$ cat src/rtl/serial_mag_comp.sv
`default_nettype none
// ============================================================================
// Module      : serial_mag_comp
// Description : Bit-serial WIDTH-bit magnitude comparator. Consumes one a/b
//               bit pair per enabled cycle and reports registered lt/eq/gt
//               once all WIDTH pairs have arrived (MSB-first or LSB-first).
// Revision    : 1.0 - initial release
// ============================================================================
module serial_mag_comp #(
    parameter int WIDTH     = 8,
    parameter bit MSB_FIRST = 1'b1
) (
    input  logic                         clk,
    input  logic                         rst,
    input  logic                         start,
    input  logic                         a,
    input  logic                         b,
    input  logic                         e,
    output logic                         ready,
    output logic                         busy,
    output logic                         done,
    output logic                         lt,
    output logic                         eq,
    output logic                         gt,
    output logic [$clog2(WIDTH+1)-1:0]   bit_cnt
);

    localparam int            CW       = $clog2(WIDTH + 1);
    localparam logic [CW-1:0] LAST_CNT = CW'(WIDTH - 1);

    typedef enum logic [1:0] {
        ST_IDLE = 2'd0,
        ST_CMP  = 2'd1,
        ST_DONE = 2'd2
    } state_t;

    state_t          state_q, state_d;
    logic [CW-1:0]   bit_cnt_q, bit_cnt_d;
    logic            dlt_q, dlt_d;
    logic            dgt_q, dgt_d;
    logic            lt_q, lt_d;
    logic            eq_q, eq_d;
    logic            gt_q, gt_d;

    // Next-state, bit counting, running decision and result capture.
    always_comb begin
        state_d   = state_q;
        bit_cnt_d = bit_cnt_q;
        dlt_d     = dlt_q;
        dgt_d     = dgt_q;
        lt_d      = lt_q;
        eq_d      = eq_q;
        gt_d      = gt_q;

        case (state_q)
            ST_IDLE: begin
                if (start) begin
                    state_d   = ST_CMP;
                    bit_cnt_d = '0;
                    dlt_d     = 1'b0;
                    dgt_d     = 1'b0;
                end
            end

            ST_CMP: begin
                if (e) begin
                    bit_cnt_d = bit_cnt_q + CW'(1);
                    if (MSB_FIRST) begin
                        // First differing pair is the most significant one; lock it in.
                        if (!dlt_q && !dgt_q && (a != b)) begin
                            dlt_d = ~a & b;
                            dgt_d = a & ~b;
                        end
                    end else begin
                        // Later pairs are more significant, so each difference overrides.
                        if (a != b) begin
                            dlt_d = ~a & b;
                            dgt_d = a & ~b;
                        end
                    end
                    if (bit_cnt_q == LAST_CNT) begin
                        state_d = ST_DONE;
                        lt_d    = dlt_d;
                        gt_d    = dgt_d;
                        eq_d    = ~(dlt_d | dgt_d);
                    end
                end
            end

            ST_DONE: begin
                if (start) begin
                    state_d   = ST_CMP;
                    bit_cnt_d = '0;
                    dlt_d     = 1'b0;
                    dgt_d     = 1'b0;
                end else begin
                    state_d = ST_IDLE;
                end
            end

            default: begin
                state_d = ST_IDLE;
            end
        endcase
    end

    // State and datapath registers with synchronous reset.
    always_ff @(posedge clk) begin
        if (rst) begin
            state_q   <= ST_IDLE;
            bit_cnt_q <= '0;
            dlt_q     <= 1'b0;
            dgt_q     <= 1'b0;
            lt_q      <= 1'b0;
            eq_q      <= 1'b0;
            gt_q      <= 1'b0;
        end else begin
            state_q   <= state_d;
            bit_cnt_q <= bit_cnt_d;
            dlt_q     <= dlt_d;
            dgt_q     <= dgt_d;
            lt_q      <= lt_d;
            eq_q      <= eq_d;
            gt_q      <= gt_d;
        end
    end

    assign ready   = (state_q == ST_IDLE) || (state_q == ST_DONE);
    assign busy    = (state_q == ST_CMP);
    assign done    = (state_q == ST_DONE);
    assign lt      = lt_q;
    assign eq      = eq_q;
    assign gt      = gt_q;
    assign bit_cnt = bit_cnt_q;

endmodule
`default_nettype wire

$ cat config.mk
export PLATFORM = sky130hd
export DESIGN_NAME = serial_mag_comp
export DESIGN_NICKNAME = d
export VERILOG_FILES = /design/src/rtl/serial_mag_comp.sv
export SDC_FILE = /design/constraint.sdc
export NUM_CORES = 1
export LEC_CHECK = 0
export ABC_AREA = 0
export CAP_MARGIN = 20
export CORE_AREA = 4 4 41 43
export CTS_CLUSTER_SIZE = 14
export DETAILED_ROUTE_END_ITERATION = 10
export DIE_AREA = 0 0 45 47
export PLACE_DENSITY = 0.76
export SYNTH_ARGS = -nofsm -noshare
export SYNTH_HDL_FRONTEND = slang
export SYNTH_SLANG_ARGS = --single-unit
$ cat constraint.sdc
create_clock -name clk -period 1.2 [get_ports clk]
set_input_delay 0.12 -clock clk [delete_from_list [all_inputs] [get_ports clk]]
set_output_delay 0.12 -clock clk [all_outputs]
set_load 0.01 [all_outputs]
==> impl_summary.md <==
Run status
The flow ran to the end, and the final reports show no timing, DRC or antenna violations.

Setup path
The path depth of the worst reg2reg path is 4. The worst setup path is launched from a flip-flop. The arrival time of the worst setup path is around 1.3 ns. In this run the register-to-register setup slack is 0.03 ns. The highest net fanout along the worst path is 4.

The critical path starts at bit_cnt[0]. The worst setup path category is reg -> reg. The endpoint of the worst setup timing path is gt. The worst setup path is captured at a flip-flop. The worst register-to-register path ends at gt.

STA puts the critical path data required time at about 1.4 ns. The reg-to-reg critical path startpoint is bit_cnt[0].

STA
The number of endpoints with negative hold slack in the final report was 0. Setup repair after global routing could not meet its margin everywhere. The transition time of the tightest slew-check pin is between 0.2 and 0.25 ns. The post-layout minimum cycle time is 1.17 ns.

The worst hold slack after final layout is roughly 0.47 ns. The worst path meets setup with approximately 0.035 ns of slack. The final-report setup violation count is 0.

In this run the tightest slew margin relative to its limit is a little over four fifths. The achievable clock frequency is between 0.8 and 0.9 GHz. The max-slew violation total from the final report is 0. The post-route fraction of the period consumed by the critical path is a little over nine tenths. The worst clock skew is between 0.003 and 0.004 ns.

Clocking
The number of H-tree levels is 1. The number of clock buffers added by TritonCTS is 3. CTS saw 11 sinks. The longest clock path from root to sink contains 2 buffers. Clock-pin slew was measured on the worst setup and hold paths at around 0.07 ns. At the later pin of the worst-skew pair, clock insertion delay measures between 0.2 and 0.3 ns.

The clock root buffer is sky130_fd_sc_hd__clkbuf_4. The CTS tree is yes. The number of hold buffers added after CTS was 0.

Synth
In this run, synthesis produced a sequential element count of 11. Measured against the total synthesized area, the mux share comes to 0%. The fraction of synthesized cell area taken by the top area cell type is between 40% and 50%. The mapped cell area is between 500 and 600 um^2. The xor and xnor fraction of the mapped netlist area is ~1.7%. Summing the sequential cell areas from Yosys gives 42.4% of the chip area. The post-synthesis area per instance is roughly 8.7 um^2. The Yosys step of the flow raised 0 warnings. Yosys attributes the largest share of cell area to sky130_fd_sc_hd__dfxtp_1 (42%), sky130_fd_sc_hd__a21oi_1 (7.7%), sky130_fd_sc_hd__ha_1 (7.2%), sky130_fd_sc_hd__inv_1 (3.6%), sky130_fd_sc_hd__nor2_1 (3.6%). The synthesized netlist devotes just over 7% of its cell area to adder and majority cells.

After synthesis, the largest family of logic cells by area is simple AND/OR/NAND/NOR gates. Counting every instance in the synthesized netlist gives 60. The dominant cell type by area after synthesis is sky130_fd_sc_hd__dfxtp_1.

Summing the areas of all compound-gate instances in the mapped netlist gives between 15 and 20% of the synthesized area. After Yosys synthesis, and, or, nand and nor cells account for between 20% and 30% of the synthesized area. The number of unique standard cell types used by synthesis is 24. The number of nets produced by synthesis is approximately 70.

Global route
The wire length of the first global-routing pass is a little under 2000 um. For this run, the total global-route usage over all layers was measured as 13.0%. The via count of the first global-routing pass is 478. The pin count of the biggest net entering global routing is 9.

The number of antenna violations at the first check in global routing came to 0. The total overflow reported by the global router is 0.

Power
The maximum resistive drop on vdd is 471 uV. The share of total power dissipated in the clock network is approximately 33%. The power density of the placed cells is 906 mW/mm^2. The internal power of the cells totals roughly 0.56 mW.

In this run the static leakage power is ~0.35 nW. The net switching power is between 0.15 and 0.2 mW. The sequential fraction of design power is 50.4%. The switching part of the total is between 20% and 30%. Combinational cells account for about 17% of the total power.

Layout
0 antenna diodes ended up in the layout. Cells with a size suffix above 1 make up between 30% and 40% of the layout. The area overhead of the layout relative to synthesis is 58.3%.

For this run, the post-layout net count is a little under 100. The library cell used most frequently in the layout, excluding fill and tap cells, is sky130_fd_sc_hd__buf_4. Counting the fill cells in the layout gives between 100 and 150. The count of non-filler cells in the finished layout is just over 100. The final design area excluding fillers is 822 um^2. In the layout the commonest cells are sky130_fd_sc_hd__buf_4 (9), sky130_fd_sc_hd__dlygate4sd2_1 (8), sky130_fd_sc_hd__a21oi_1 (7).

Floorplan
The floorplan has 13 rows. The overall die height is roughly 47 um. The placeable core area is 0.00130 mm^2. The die covers about 0.0021 mm^2.

The initial cell density of the core is about two fifths. The top-level port count is 16. Measured along the x axis, the die boundary spans between 40 and 50 um.

Route
The violation count after the first detailed-routing iteration is 19. After detailed routing, the total wire length is 1370 um. For this run, the detailed router's first-pass iteration total came to 4. Using the TritonRoute via totals, the vias-per-cell ratio works out to around 5.6. In the routed design, unresolved DRC markers number 0. For this block, the via count after detailed routing is around 570. The wire length per cell is 13.4 um. The final antenna-violating net count is 0.

Place
The post-placement cell count is 98. The total cell area at the placement stage is 753 um^2. The routability congestion estimate from global placement is between 0.8 and 0.9.

Before CTS, the worst setup slack after placement is -0.343 ns. The number of buffers added on ports is 15. Summed over all nets, the half-perimeter wirelength after detailed placement is ~1000 um.

Min path
The worst hold path passes through 2 cells. The tightest min-delay check is of the in -> reg type.

Flow run
Max-cap violations in this run came to 0.
power by group through the flow:
stage / Sequential [mW] / Combinational, mW / Clock, mW
after floorplan: 0.383 / 0.0449 / 0
after global placement: 0.382 / 0.109 / 0
after detailed placement: 0.382 / 0.111 / 0
after CTS: 0.374 / 0.108 / 0.255
after global routing: 0.376 / 0.131 / 0.281
final: 0.376 / 0.123 / 0.246
flip-flops by register name, indices dropped and copies added (netlist names):
register	cells
bit_cnt	4
state_q	2
dgt_q	1
dlt_q	1
eq	1
gt	1
lt	1
worst max-delay path, stage by stage, from the launching register on:
cell and delay, ns:
sky130_fd_sc_hd__dfxtp_2 0.36, sky130_fd_sc_hd__ha_4 0.15, sky130_fd_sc_hd__and4b_2 0.26, sky130_fd_sc_hd__a21oi_1 0.07
sky130_fd_sc_hd__a311oi_1 0.23
worst min path at each step:
stage	end	slack [ns]	from
2_1_floorplan	dlt_q	0.27	e
3_3_place_gp	eq	0.47	eq
3_5_place_dp	eq	0.50	eq
4_1_cts	bit_cnt[1]	0.48	rst
5_1_grt	bit_cnt[1]	0.48	rst
6_report	bit_cnt[1]	0.47	rst
Yosys cell counts:
cell,count
sky130_fd_sc_hd__xor2_1,1
sky130_fd_sc_hd__nand3b_2,1
sky130_fd_sc_hd__o2111ai_1,2
sky130_fd_sc_hd__nor3b_1,1
sky130_fd_sc_hd__dfxtp_1,11
sky130_fd_sc_hd__nor2_1,5
sky130_fd_sc_hd__a311oi_1,1
sky130_fd_sc_hd__and2b_1,1
sky130_fd_sc_hd__nor4_1,1
sky130_fd_sc_hd__nand3_1,3
sky130_fd_sc_hd__a31oi_1,1
sky130_fd_sc_hd__nand2b_1,2
sky130_fd_sc_hd__o41ai_1,1
sky130_fd_sc_hd__a21oi_1,8
sky130_fd_sc_hd__nor3_1,3
sky130_fd_sc_hd__and4b_1,1
sky130_fd_sc_hd__o21ai_1,2
sky130_fd_sc_hd__nand4b_1,2
sky130_fd_sc_hd__nand2_1,2
sky130_fd_sc_hd__inv_2,1
sky130_fd_sc_hd__ha_1,3
sky130_fd_sc_hd__inv_1,5
sky130_fd_sc_hd__or3_1,1
sky130_fd_sc_hd__clkbuf_1,1
logic make-up after synthesis:
kind of cell | Yosys count
adder cells (fa/ha/maj) | 3
buffers and inverters | 7
flip-flops | 11
XOR/XNOR | 1
AND/OR/NAND/NOR | 23
AO/OA/AOI/OAI | 15
per-layer routing:
| layer | GRT usage (%) | part of all wire [%] | routed length, um |
|---|---|---|---|
| met1 | 13.6 | 43 | 592 |
| met2 | 22.9 | 49 | 677 |
| met3 | 4.60 | 6.7 | 92 |
| met4 | 7.02 | 0.58 | 8 |
| met5 | 0 | 0 | 0 |
metrics by stage:
step,setup TNS [ns],total power [mW],util (%)
after floorplan,0,0.428,-
after global placement,-1.66,0.490,57.9
after detailed placement,-1.90,0.493,57.9
after CTS,-0.0310,0.738,59.5
after global routing,-0.0300,0.789,63.2
final,0,0.744,63.2
final cells by class:
class	instances	area [um^2]	area share (%)
tap	15	18.8	2.28
sequential	11	229	27.9
timing repair buffer	24	198	24.0
multi-input combinational	42	328	39.9
clock buffer	4	26.3	3.20
inverter	6	22.5	2.74
repair_timing:
item	CTS	global route
endpoints found under the hold margin	0	0
endpoints found under the setup margin	13	8
gates resized for setup	13	15
gates cloned	0	0
pin swaps	1	4
buffers inserted	0	0
No activity file was read; power rests on OpenSTA's default activity.
